### src/rtl/idu_pipe_stage_pkg.sv
// Shared constants for the decode-stage pipeline register and its scoreboard.
package idu_pipe_stage_pkg;

  localparam int XLEN_DEF   = 64;
  localparam int CTRL_W_DEF = 24;
  localparam int REG_IDX_W  = 5;
  localparam int NUM_GPR    = 32;

  localparam logic [REG_IDX_W-1:0] ZERO_REG = 5'd0;

endpackage

### src/rtl/idu_scoreboard.sv
// RAW scoreboard: one busy bit per GPR (x0 never busy), set when a writer
// leaves toward EXU, cleared by any write-back port. Also reports whether
// a source register is still pending this cycle.
module idu_scoreboard
  import idu_pipe_stage_pkg::*;
#(
  parameter int NWB = 2
) (
  input  logic                     clk,
  input  logic                     rstn,
  input  logic                     set_en,
  input  logic [REG_IDX_W-1:0]     set_idx,
  input  logic [NWB-1:0]           wb_en,
  input  logic [NWB*REG_IDX_W-1:0] wb_index,
  input  logic                     out_valid,
  input  logic                     out_wr_rd,
  input  logic [REG_IDX_W-1:0]     out_rd,
  input  logic [REG_IDX_W-1:0]     rs1,
  input  logic [REG_IDX_W-1:0]     rs2,
  output logic [NUM_GPR-1:0]       busy,
  output logic                     pend_rs1,
  output logic                     pend_rs2
);

  logic [NUM_GPR-1:0] busy_q;
  logic [NUM_GPR-1:0] clr_p0;
  logic [NUM_GPR-1:0] set_p0;
  logic               out_hit_rs1_p0;
  logic               out_hit_rs2_p0;

  // Stage p0: decode write-back clears and the issuing writer's set
  always_comb begin
    clr_p0 = '0;
    set_p0 = '0;
    for (int k = 0; k < NWB; k++) begin
      if (wb_en[k]) begin
        clr_p0[wb_index[k*REG_IDX_W +: REG_IDX_W]] = 1'b1;
      end
    end
    if (set_en) begin
      set_p0[set_idx] = 1'b1;
    end
  end

  assign out_hit_rs1_p0 = out_valid && out_wr_rd && (out_rd == rs1) && (rs1 != ZERO_REG);
  assign out_hit_rs2_p0 = out_valid && out_wr_rd && (out_rd == rs2) && (rs2 != ZERO_REG);

  // A write-back landing this cycle is forwarded, so it does not block
  assign pend_rs1 = (busy_q[rs1] && !clr_p0[rs1]) || out_hit_rs1_p0;
  assign pend_rs2 = (busy_q[rs2] && !clr_p0[rs2]) || out_hit_rs2_p0;

  // Stage p1: busy vector, set wins over a same-cycle clear
  always_ff @(posedge clk or negedge rstn) begin
    if (!rstn) begin
      busy_q <= '0;
    end else begin
      busy_q <= ((busy_q & ~clr_p0) | set_p0) & ~{{(NUM_GPR-1){1'b0}}, 1'b1};
    end
  end

  assign busy = busy_q;

endmodule

### src/rtl/idu_pipe_stage.sv
// Decode-stage pipeline register between IFU and EXU with valid/ready
// handshake, NWB-port operand forwarding and a RAW scoreboard interlock.
// Optional macro IDU_PERF_CNT_EN adds saturating stall/flush counters.
module idu_pipe_stage
  import idu_pipe_stage_pkg::*;
#(
  parameter int XLEN   = XLEN_DEF,
  parameter int NWB    = 2,
  parameter int CTRL_W = CTRL_W_DEF
) (
  input  logic                     clk,
  input  logic                     rstn,
  input  logic                     flush,
  input  logic                     in_valid,
  output logic                     in_ready,
  input  logic [31:0]              in_instr,
  input  logic [XLEN-1:0]          in_pc,
  input  logic [XLEN-1:0]          in_snxt_pc,
  input  logic [XLEN-1:0]          in_imm,
  input  logic [CTRL_W-1:0]        in_ctrl,
  input  logic                     in_need_rs1,
  input  logic                     in_need_rs2,
  input  logic                     in_wr_rd,
  output logic [REG_IDX_W-1:0]     rf_index_rs1,
  output logic [REG_IDX_W-1:0]     rf_index_rs2,
  input  logic [XLEN-1:0]          rf_data_rs1,
  input  logic [XLEN-1:0]          rf_data_rs2,
  input  logic [NWB-1:0]           wb_en,
  input  logic [NWB*REG_IDX_W-1:0] wb_index,
  input  logic [NWB*XLEN-1:0]      wb_data,
  output logic                     out_valid,
  input  logic                     out_ready,
  output logic [31:0]              out_instr,
  output logic [XLEN-1:0]          out_pc,
  output logic [XLEN-1:0]          out_snxt_pc,
  output logic [XLEN-1:0]          out_imm,
  output logic [CTRL_W-1:0]        out_ctrl,
  output logic [REG_IDX_W-1:0]     out_index_rs1,
  output logic [REG_IDX_W-1:0]     out_index_rs2,
  output logic [REG_IDX_W-1:0]     out_index_rd,
  output logic                     out_wr_rd,
  output logic [XLEN-1:0]          out_data_rs1,
  output logic [XLEN-1:0]          out_data_rs2,
  output logic                     hazard_stall
`ifdef IDU_PERF_CNT_EN
  ,
  output logic [31:0]              perf_stall_cnt,
  output logic [31:0]              perf_flush_cnt
`endif
);

  // Lowest-numbered matching write-back port wins; x0 always reads zero
  function automatic logic [XLEN-1:0] fwd_operand(
    input logic [REG_IDX_W-1:0]     rs,
    input logic [XLEN-1:0]          rf,
    input logic [NWB-1:0]           en,
    input logic [NWB*REG_IDX_W-1:0] idx,
    input logic [NWB*XLEN-1:0]      dat
  );
    logic [XLEN-1:0] v;
    v = rf;
    for (int k = NWB - 1; k >= 0; k--) begin
      if (en[k] && (idx[k*REG_IDX_W +: REG_IDX_W] == rs)) begin
        v = dat[k*XLEN +: XLEN];
      end
    end
    if (rs == ZERO_REG) begin
      v = '0;
    end
    return v;
  endfunction

  logic [REG_IDX_W-1:0] rs1_p0;
  logic [REG_IDX_W-1:0] rs2_p0;
  logic [REG_IDX_W-1:0] rd_p0;
  logic [XLEN-1:0]      opnd_rs1_p0;
  logic [XLEN-1:0]      opnd_rs2_p0;
  logic                 pend_rs1_p0;
  logic                 pend_rs2_p0;
  logic                 in_fire_p0;
  logic                 sb_set_p0;
  logic [NUM_GPR-1:0]   sb_busy;

  // Stage p0: field extraction, forwarding and handshake
  assign rs1_p0       = in_instr[19:15];
  assign rs2_p0       = in_instr[24:20];
  assign rd_p0        = in_instr[11:7];
  assign rf_index_rs1 = rs1_p0;
  assign rf_index_rs2 = rs2_p0;

  assign opnd_rs1_p0 = fwd_operand(rs1_p0, rf_data_rs1, wb_en, wb_index, wb_data);
  assign opnd_rs2_p0 = fwd_operand(rs2_p0, rf_data_rs2, wb_en, wb_index, wb_data);

  assign hazard_stall = in_valid && ((in_need_rs1 && pend_rs1_p0) || (in_need_rs2 && pend_rs2_p0));
  assign in_ready     = (!out_valid || out_ready) && !hazard_stall && !flush;
  assign in_fire_p0   = in_valid && in_ready;

  assign sb_set_p0 = out_valid && out_ready && !flush && out_wr_rd && (out_index_rd != ZERO_REG);

  idu_scoreboard #(
    .NWB (NWB)
  ) u_sb (
    .clk       (clk),
    .rstn      (rstn),
    .set_en    (sb_set_p0),
    .set_idx   (out_index_rd),
    .wb_en     (wb_en),
    .wb_index  (wb_index),
    .out_valid (out_valid),
    .out_wr_rd (out_wr_rd),
    .out_rd    (out_index_rd),
    .rs1       (rs1_p0),
    .rs2       (rs2_p0),
    .busy      (sb_busy),
    .pend_rs1  (pend_rs1_p0),
    .pend_rs2  (pend_rs2_p0)
  );

  // Stage p1: output register, flush kills only the held instruction
  always_ff @(posedge clk or negedge rstn) begin
    if (!rstn) begin
      out_valid     <= 1'b0;
      out_instr     <= '0;
      out_pc        <= '0;
      out_snxt_pc   <= '0;
      out_imm       <= '0;
      out_ctrl      <= '0;
      out_index_rs1 <= '0;
      out_index_rs2 <= '0;
      out_index_rd  <= '0;
      out_wr_rd     <= 1'b0;
      out_data_rs1  <= '0;
      out_data_rs2  <= '0;
    end else if (flush) begin
      out_valid <= 1'b0;
    end else if (!out_valid || out_ready) begin
      out_valid <= in_fire_p0;
      if (in_fire_p0) begin
        out_instr     <= in_instr;
        out_pc        <= in_pc;
        out_snxt_pc   <= in_snxt_pc;
        out_imm       <= in_imm;
        out_ctrl      <= in_ctrl;
        out_index_rs1 <= rs1_p0;
        out_index_rs2 <= rs2_p0;
        out_index_rd  <= rd_p0;
        out_wr_rd     <= in_wr_rd;
        out_data_rs1  <= opnd_rs1_p0;
        out_data_rs2  <= opnd_rs2_p0;
      end
    end
  end

`ifdef IDU_PERF_CNT_EN
  function automatic logic [31:0] sat_inc(input logic [31:0] v);
    return (v == 32'hFFFF_FFFF) ? v : v + 32'd1;
  endfunction

  // Stage p1: saturating event counters
  always_ff @(posedge clk or negedge rstn) begin
    if (!rstn) begin
      perf_stall_cnt <= '0;
      perf_flush_cnt <= '0;
    end else begin
      if (hazard_stall) begin
        perf_stall_cnt <= sat_inc(perf_stall_cnt);
      end
      if (flush && out_valid) begin
        perf_flush_cnt <= sat_inc(perf_flush_cnt);
      end
    end
  end
`endif

endmodule
### config.mk
export PLATFORM = sky130hd
export DESIGN_NAME = idu_pipe_stage
export DESIGN_NICKNAME = d
export VERILOG_FILES = /design/src/rtl/idu_pipe_stage_pkg.sv /design/src/rtl/idu_scoreboard.sv /design/src/rtl/idu_pipe_stage.sv
export SDC_FILE = /design/constraint.sdc
export NUM_CORES = 1
export LEC_CHECK = 0
export CAP_MARGIN = 20
export CORE_AREA = 2 2 358 360
export DETAILED_ROUTE_END_ITERATION = 10
export DIE_AREA = 0 0 360 362
export PLACE_DENSITY = 0.41
export SYNTH_ARGS = -nofsm -noshare
export SYNTH_HDL_FRONTEND = slang
export SYNTH_SLANG_ARGS = --single-unit
### constraint.sdc
create_clock -name clk -period 6.8 [get_ports clk]
set_input_delay 1.7 -clock clk [delete_from_list [all_inputs] [get_ports clk]]
set_output_delay 1.7 -clock clk [all_outputs]
set_load 0.005 [all_outputs]
==> results.cfg, run 1 <==
[floorplan]
start_util_pct = 17.1
die_area_um2 = 130000
die_h_um = 362
core_region_area_um2 = 127000
rows = 131
io-pin-count = 929
die_w_um = 360

[global_route]
grt_pass1_wl_mm = 144
grt_usage_pct = 15.0
grt_pass1_vias = 19200
antenna_found_initial = 18
grt_max_degree = 138
overflow = 0

[synthesis]
synth_warnings = 0
ys_ff_latch = 409
synth_area_per_cell_um2 = 13.1
ys_seq_area_share_pct = 47.4
synth_fp_nets = 2177
yosysUniqueCellTypes = 63
synth_top_flop_cell = dfrtp_1
synth_edf_count = 0
postSynthCellCount = 1653
synth_area_um2 = 21600
postSynth.asyncResetShare_pct = 100

[sta]
final.period_utilization_pct = 97.7
rsz0062_at_grt = no
hold_viol = 0
maxSlewHeadroom_pct = 34.1
fmax_ghz = 0.151
layout_setup_ws_ns = 0.157
finalSetupTns_ns = 0
setup_viol = 0
whs_ns = 0.485
final_max_slew_viol_count = 0
fin_worst_skew_ns = 0.0306
period_needed_ns = 6.64
worstMarginPinSlew_ns = 0.989

[worst_setup_path]
required_ns = 5.10
reg2reg_to = out_data_rs1[36]$_DFFE_PN0P_
path_class = in -> out
regToRegSetupSlack_ns = 3.22
crit_arrival_ns = 4.94
cp-end-kind = output port
endpoint = hazard_stall
rr_worst_depth = 12
r2r-start = u_sb.busy[27]$_DFF_PN0_
path_max_fanout = 5
startpoint = wb_index[9]
critPathLaunchType = input pin

[drt]
postRouteAntennaNets = 0
post-route-drc-count = 0
wl_mm = 102
dr.pass1.iters = 7
avgRoutedWirePerCell_um = 23.6
drtIter0Drc = 944
vias = 17800
viasPerCell = 4.11

[clock_network]
htreeDepth = 2
postCtsHoldBufs = 0
cts_sinks = 409
cts_inserted_buffers = 56
clock-root-buffer = clkbuf_16
clk_pin_slew_worst_paths_ns = 0.05
cts_max_path_buffers = 3
cts_tree = yes
insertion_delay_ns = 0.64

[worst_hold_path]
hold_class = reg -> reg
worstHoldStart = out_data_rs1[37]$_DFFE_PN0P_

[final_layout]
fill_cells = 13100
most-common-layout-cells = clkdlybuf4s50_1 (917), dfrtp_1 (409), mux2_4 (246)
mostFrequentLayoutCell = clkdlybuf4s50_1
drive_gt1_share_pct = 21.3
final_cell_area_um2 = 35100
area_growth_pct = 62.4
final_nets = 3144

[pwr]
peakVddDrop_mv = 0.164
intPower_w = 0.00723
power.net_switching_w = 0.00288
seqPwrFrac_pct = 35.5
p_leak_nw = 14.5
switching_share_pct = 28.5
p_per_area_nw_per_um2 = 288
power_frac_comb_pct = 34.8
power_frac_clock_pct = 29.7

[job]
cap_violations = 0

[placement]
dp_hpwl_mm = 79.2
io_buffers = 928
place_ws_ns = -0.347
place.gp.congestion = 0.830
dpl-instance-area_um2 = 33100

[run_status]
outcome = completed
## per-layer routing
layer	wire [um]	track usage, %
met2	51200	26.3
met4	2500	4.26
met3	7380	4.52
met5	166	0
met1	40800	17.5
## logic make-up after synthesis
kind of cell	count (synthesis)	synth area share, %
and+or+nand+nor	266	5.98
xor gates and xnor gates	30	1.22
muxes	532	31.9
DFF	409	47.4
AOI/OAI and AO/OA	238	8.13
buffers and inverters	178	5.43
## power by group through the flow
stage / clock network, W / logic [W] / registers [W]
finish: 0.00300 / 0.00352 / 0.00359
CTS: 0.00316 / 0.00358 / 0.00360
detailed placement: 0 / 0.00357 / 0.00361
global route: 0.00326 / 0.00372 / 0.00368
global placement: 0 / 0.00358 / 0.00361
floorplan: 0 / 0.00124 / 0.00356
## how the worst min path moves through the flow
| stage | to | slack [ns] | depth (start not counted) |
|---|---|---|---|
| after floorplan | u_sb.busy[17]$_DFF_PN0_ | 0.46 | 2 |
| after global placement | out_imm[1]$_DFFE_PN0P_ | 0.48 | 1 |
| after detailed placement | out_data_rs1[7]$_DFFE_PN0P_ | 0.48 | 1 |
| after CTS | out_data_rs1[37]$_DFFE_PN0P_ | 0.49 | 1 |
| after global routing | out_data_rs2[30]$_DFFE_PN0P_ | 0.50 | 1 |
| final | out_data_rs1[37]$_DFFE_PN0P_ | 0.49 | 1 |
## state kept, by name, summed over array words and instances, names as in the netlist
signal,flops
out_instr,32
out_pc,64
out_wr_rd,1
out_data_rs1,64
out_data_rs2,64
out_valid,1
u_sb.busy,31
out_snxt_pc,64
out_ctrl,24
out_imm,64
## critical path: stages
cell,delay [ns]
clkdlybuf4s50_1,0.53
nand4b_1,0.21
o22ai_1,0.15
mux4_2,0.48
nor3b_1,0.34
a211oi_2,0.11
a2111oi_4,0.32
buf_4,0.17
o31ai_2,0.07
nand2_2,0.19
and2_1,0.16
clkdlybuf4s50_1,0.51
## repair_timing
action | CTS | global route
endpoints found under the setup margin | 2 | 2
pin swaps | 0 | 5
buffers inserted | 0 | 1
resized for setup | 8 | 19
cloned | 0 | 0
## stage by stage
step	cells	total power, W	util [%]
3_5_place_dp	4223	0.00718	26.2
3_3_place_gp	4222	0.00719	26.2
4_1_cts	4324	0.0103	27.6
5_1_grt	4326	0.0107	27.7
2_1_floorplan	1653	0.00481	-
6_report	4327	0.0101	27.7
## synthesized netlist by cell type, types with 3 or more instances
| master | number | area [um2] |
|---|---|---|
| mux4_2 | 13 | 293 |
| buf_2 | 26 | 130 |
| o22a_1 | 4 | 35.0 |
| buf_1 | 16 | 60.1 |
| a211oi_1 | 131 | 983 |
| nand4_1 | 6 | 37.5 |
| xor2_1 | 18 | 158 |
| nand2b_1 | 7 | 43.8 |
| o221ai_1 | 3 | 26.3 |
| dfrtp_1 | 409 | 10200 |
| nand4b_1 | 6 | 52.6 |
| o21ai_0 | 22 | 110 |
| a21oi_1 | 3 | 15.0 |
| a31oi_1 | 4 | 25.0 |
| nand3_1 | 12 | 60.1 |
| a2111oi_0 | 5 | 43.8 |
| and4bb_2 | 3 | 37.5 |
| nand3b_1 | 3 | 22.5 |
| and3_1 | 4 | 25.0 |
| nor2b_1 | 10 | 62.6 |
| mux2i_1 | 138 | 1380 |
| a22o_1 | 5 | 43.8 |
| buf_6 | 9 | 101 |
| o211ai_1 | 4 | 30.0 |
| mux2_4 | 246 | 3690 |
| xnor2_1 | 12 | 105 |
| buf_8 | 27 | 405 |
| or2_2 | 4 | 25.0 |
| inv_1 | 19 | 71.3 |
| nor2_1 | 147 | 552 |
| and2_1 | 4 | 25.0 |
| mux2_1 | 84 | 946 |
| nand2_1 | 36 | 135 |
| mux2_2 | 51 | 574 |
| o22ai_1 | 25 | 156 |
| clkbuf_1 | 53 | 199 |
| a22oi_1 | 14 | 105 |
| nor3b_1 | 5 | 37.5 |
| nor4_1 | 7 | 43.8 |
| buf_4 | 27 | 203 |
## final cells by class
class	count	area, um2	share of cell area, %
timing repair buffer	1067	10500	30.0
multi-input combinational	1066	10300	29.4
sequential	409	10200	29.2
tap	1662	2080	5.93
clock buffer	81	1620	4.60
clock inverter	20	251	0.717
inverter	20	75.1	0.214
antenna	2	5.00	0.0143
(Power assumes the default switching activity.)
==> run 2, diff against run 1 <==
--- a/config.mk
+++ b/config.mk
@@ -10,6 +10,7 @@
 export DETAILED_ROUTE_END_ITERATION = 10
 export DIE_AREA = 0 0 360 362
 export PLACE_DENSITY = 0.41
+export RECOVER_POWER = 50
 export SYNTH_ARGS = -nofsm -noshare
 export SYNTH_HDL_FRONTEND = slang
 export SYNTH_SLANG_ARGS = --single-unit
==> run 2 against run 1 <==
Net effect:
- the flow now finishes with violations (max-capacitance violations, max-slew violations)
- wire length about the same
- flip-flop and latch count is the same
- sequential share of layout area about the same
- largest cell class unchanged
==> results.cfg, run 2 (synthesis gave the netlist of run 1 again) <==
[pwr]
power.net_switching_w = 0.00287
seqPwrFrac_pct = 35.8
p_leak_nw = 14.6
peakVddDrop_mv = 0.164
power_frac_comb_pct = 34.1
power_frac_clock_pct = 30.1
switching_share_pct = 28.8
intPower_w = 0.00711
p_per_area_nw_per_um2 = 285

[worst_setup_path]
cp-end-kind = output port
rr_worst_depth = 12
reg2reg_to = out_data_rs1[36]$_DFFE_PN0P_
endpoint = hazard_stall
critPathLaunchType = input pin
path_class = in -> out
crit_family = buffers and inverters
cp.depth = 11
crit_buf_inv = 4
path_cells = clkdlybuf4s50_1 -> buf_4 -> mux4_2 -> nor3b_1 -> a211oi_2 -> a2111oi_4 -> buf_4 -> o31ai_2 -> nand2_2 -> and2_1 -> clkdlybuf4s50_1
startpoint = in_instr[15]
required_ns = 5.10
path_max_fanout = 4
r2r-start = u_sb.busy[27]$_DFF_PN0_
cpMaxStageDelayCell = clkdlybuf4s50_1
cp_slowest_stage_delay_ns = 0.63
crit_arrival_ns = 4.95
regToRegSetupSlack_ns = 3.21

[final_layout]
regArea_um2 = 10200
fill_cells = 13100
most-common-layout-cells = clkdlybuf4s50_1 (745), dfrtp_1 (409), mux2_4 (246)
final_cells = 4327
mostFrequentLayoutCell = clkdlybuf4s50_1
area_growth_pct = 62.4
drive_gt1_share_pct = 21.2
final_nets = 3144
multi_input_area_um2 = 10300

[placement]
dp_hpwl_mm = 79.2
place.gp.congestion = 0.830
dp_cells = 4223
io_buffers = 928

[sta]
final.period_utilization_pct = 97.9
worstMarginPinSlew_ns = 4.92
whs_ns = 0.480
hold_viol = 0
final_max_slew_viol_count = 88
setup_viol = 0
fin_worst_skew_ns = 0.0310
period_needed_ns = 6.65
fmax_ghz = 0.150
maxSlewHeadroom_pct = -228
rsz0062_at_grt = no

[global_route]
grt_usage_pct = 15.0
grt_pass1_wl_mm = 144
antenna_found_initial = 18
overflow = 0
use_met2_pct = 26.3
grt_max_degree = 138
use_met1_pct = 17.5
busiest_layer = met2
grt_pass1_vias = 19200
grt_use_met3_pct = 4.52

[floorplan]
start_util_pct = 17.1
die_area_um2 = 130000
core_region_area_um2 = 127000
io-pin-count = 929
die_w_um = 360
rows = 131
die_h_um = 362

[drt]
post-route-drc-count = 0
dr.pass1.iters = 7
avgRoutedWirePerCell_um = 23.6
drtIter0Drc = 896
postRouteAntennaNets = 0
viasPerCell = 4.10
wl_mm = 102
vias = 17800

[clock_network]
cts_sinks = 409
htreeDepth = 2
cts_max_path_buffers = 3
clk_pin_slew_worst_paths_ns = 0.05
cts_tree = yes
postCtsHoldBufs = 0
cts_inserted_buffers = 56
clock-root-buffer = clkbuf_16
insertion_delay_ns = 0.64

[job]
cap_violations = 1

[run_status]
outcome = finished with violations
violations = max-capacitance violations, max-slew violations

[worst_hold_path]
hold_class = reg -> reg
run 2: cell count changes in the layout (fill, tap and decap cells not counted):
cell	before	now
clkdlybuf4s50_1	917	745
dlygate4sd3_1	0	172
and2_0	0	1
and2_1	4	3
buf_8	1	0
dlymetal6s4s_1	0	1
or2_0	0	1
or2_2	4	3
run 2: worst register-to-register path, delay by kind of cell (launching register included):
| kind | cells | cell delay (ns) |
|---|---|---|
| AOI/OAI and AO/OA | 4 | 0.98 |
| muxes | 2 | 0.92 |
| buffers and inverters | 4 | 0.85 |
| DFF | 1 | 0.40 |
| and+or+nand+nor | 2 | 0.31 |
run 2: per-stage QoR:
| stage | instance area (um2) | utilization [%] | setup WS, ns | setup TNS [ns] | total power [W] |
|---|---|---|---|---|---|
| global placement | 33100 | 26.2 | -0.446 | -0.872 | 0.00719 |
| CTS | 35000 | 27.6 | -0.0388 | -0.0717 | 0.0103 |
| global route | 35100 | 27.7 | 0.0293 | 0 | 0.0105 |
| floorplan | 21600 | - | 1.35 | 0 | 0.00481 |
| detailed placement | 33100 | 26.2 | -0.347 | -0.657 | 0.00718 |
| finish | 35100 | 27.7 | 0.145 | 0 | 0.00999 |
run 2: layout make-up:
cell class,instances,area share (%)
sequential,409,29.2
antenna,2,0.0143
clock inverter,20,0.717
multi-input combinational,1066,29.4
timing repair buffer,1067,30.0
tap,1662,5.93
inverter,20,0.214
clock buffer,81,4.60
run 2: how the worst min path moves through the flow:
stage	start	to	slack, ns	cells past startpoint
floorplan	u_sb.busy[17]$_DFF_PN0_	u_sb.busy[17]$_DFF_PN0_	0.46	2
global placement	out_imm[1]$_DFFE_PN0P_	out_imm[1]$_DFFE_PN0P_	0.48	1
detailed placement	out_data_rs1[7]$_DFFE_PN0P_	out_data_rs1[7]$_DFFE_PN0P_	0.48	1
CTS	out_data_rs1[37]$_DFFE_PN0P_	out_data_rs1[37]$_DFFE_PN0P_	0.49	1
global route	out_data_rs2[30]$_DFFE_PN0P_	out_data_rs2[30]$_DFFE_PN0P_	0.50	1
finish	out_data_rs1[37]$_DFFE_PN0P_	out_data_rs1[37]$_DFFE_PN0P_	0.48	1
run 2: what timing repair did:
item	4_1_cts	5_1_grt
pin swaps	0	5
endpoints found under the setup margin	2	2
buffers inserted	0	1
resized for setup	8	19
run 2: layer usage:
layer | part of all wire, % | wire, um
met1 | 40 | 40800
met2 | 50 | 51200
met3 | 7.2 | 7340
met4 | 2.4 | 2480
met5 | 0.16 | 165
run 2: power groups by stage:
stage | Sequential [W] | Clock, W | Combinational, W
2_1_floorplan | 0.00356 | 0 | 0.00124
3_3_place_gp | 0.00361 | 0 | 0.00358
3_5_place_dp | 0.00361 | 0 | 0.00357
4_1_cts | 0.00360 | 0.00316 | 0.00358
5_1_grt | 0.00367 | 0.00326 | 0.00361
6_report | 0.00358 | 0.00301 | 0.00340
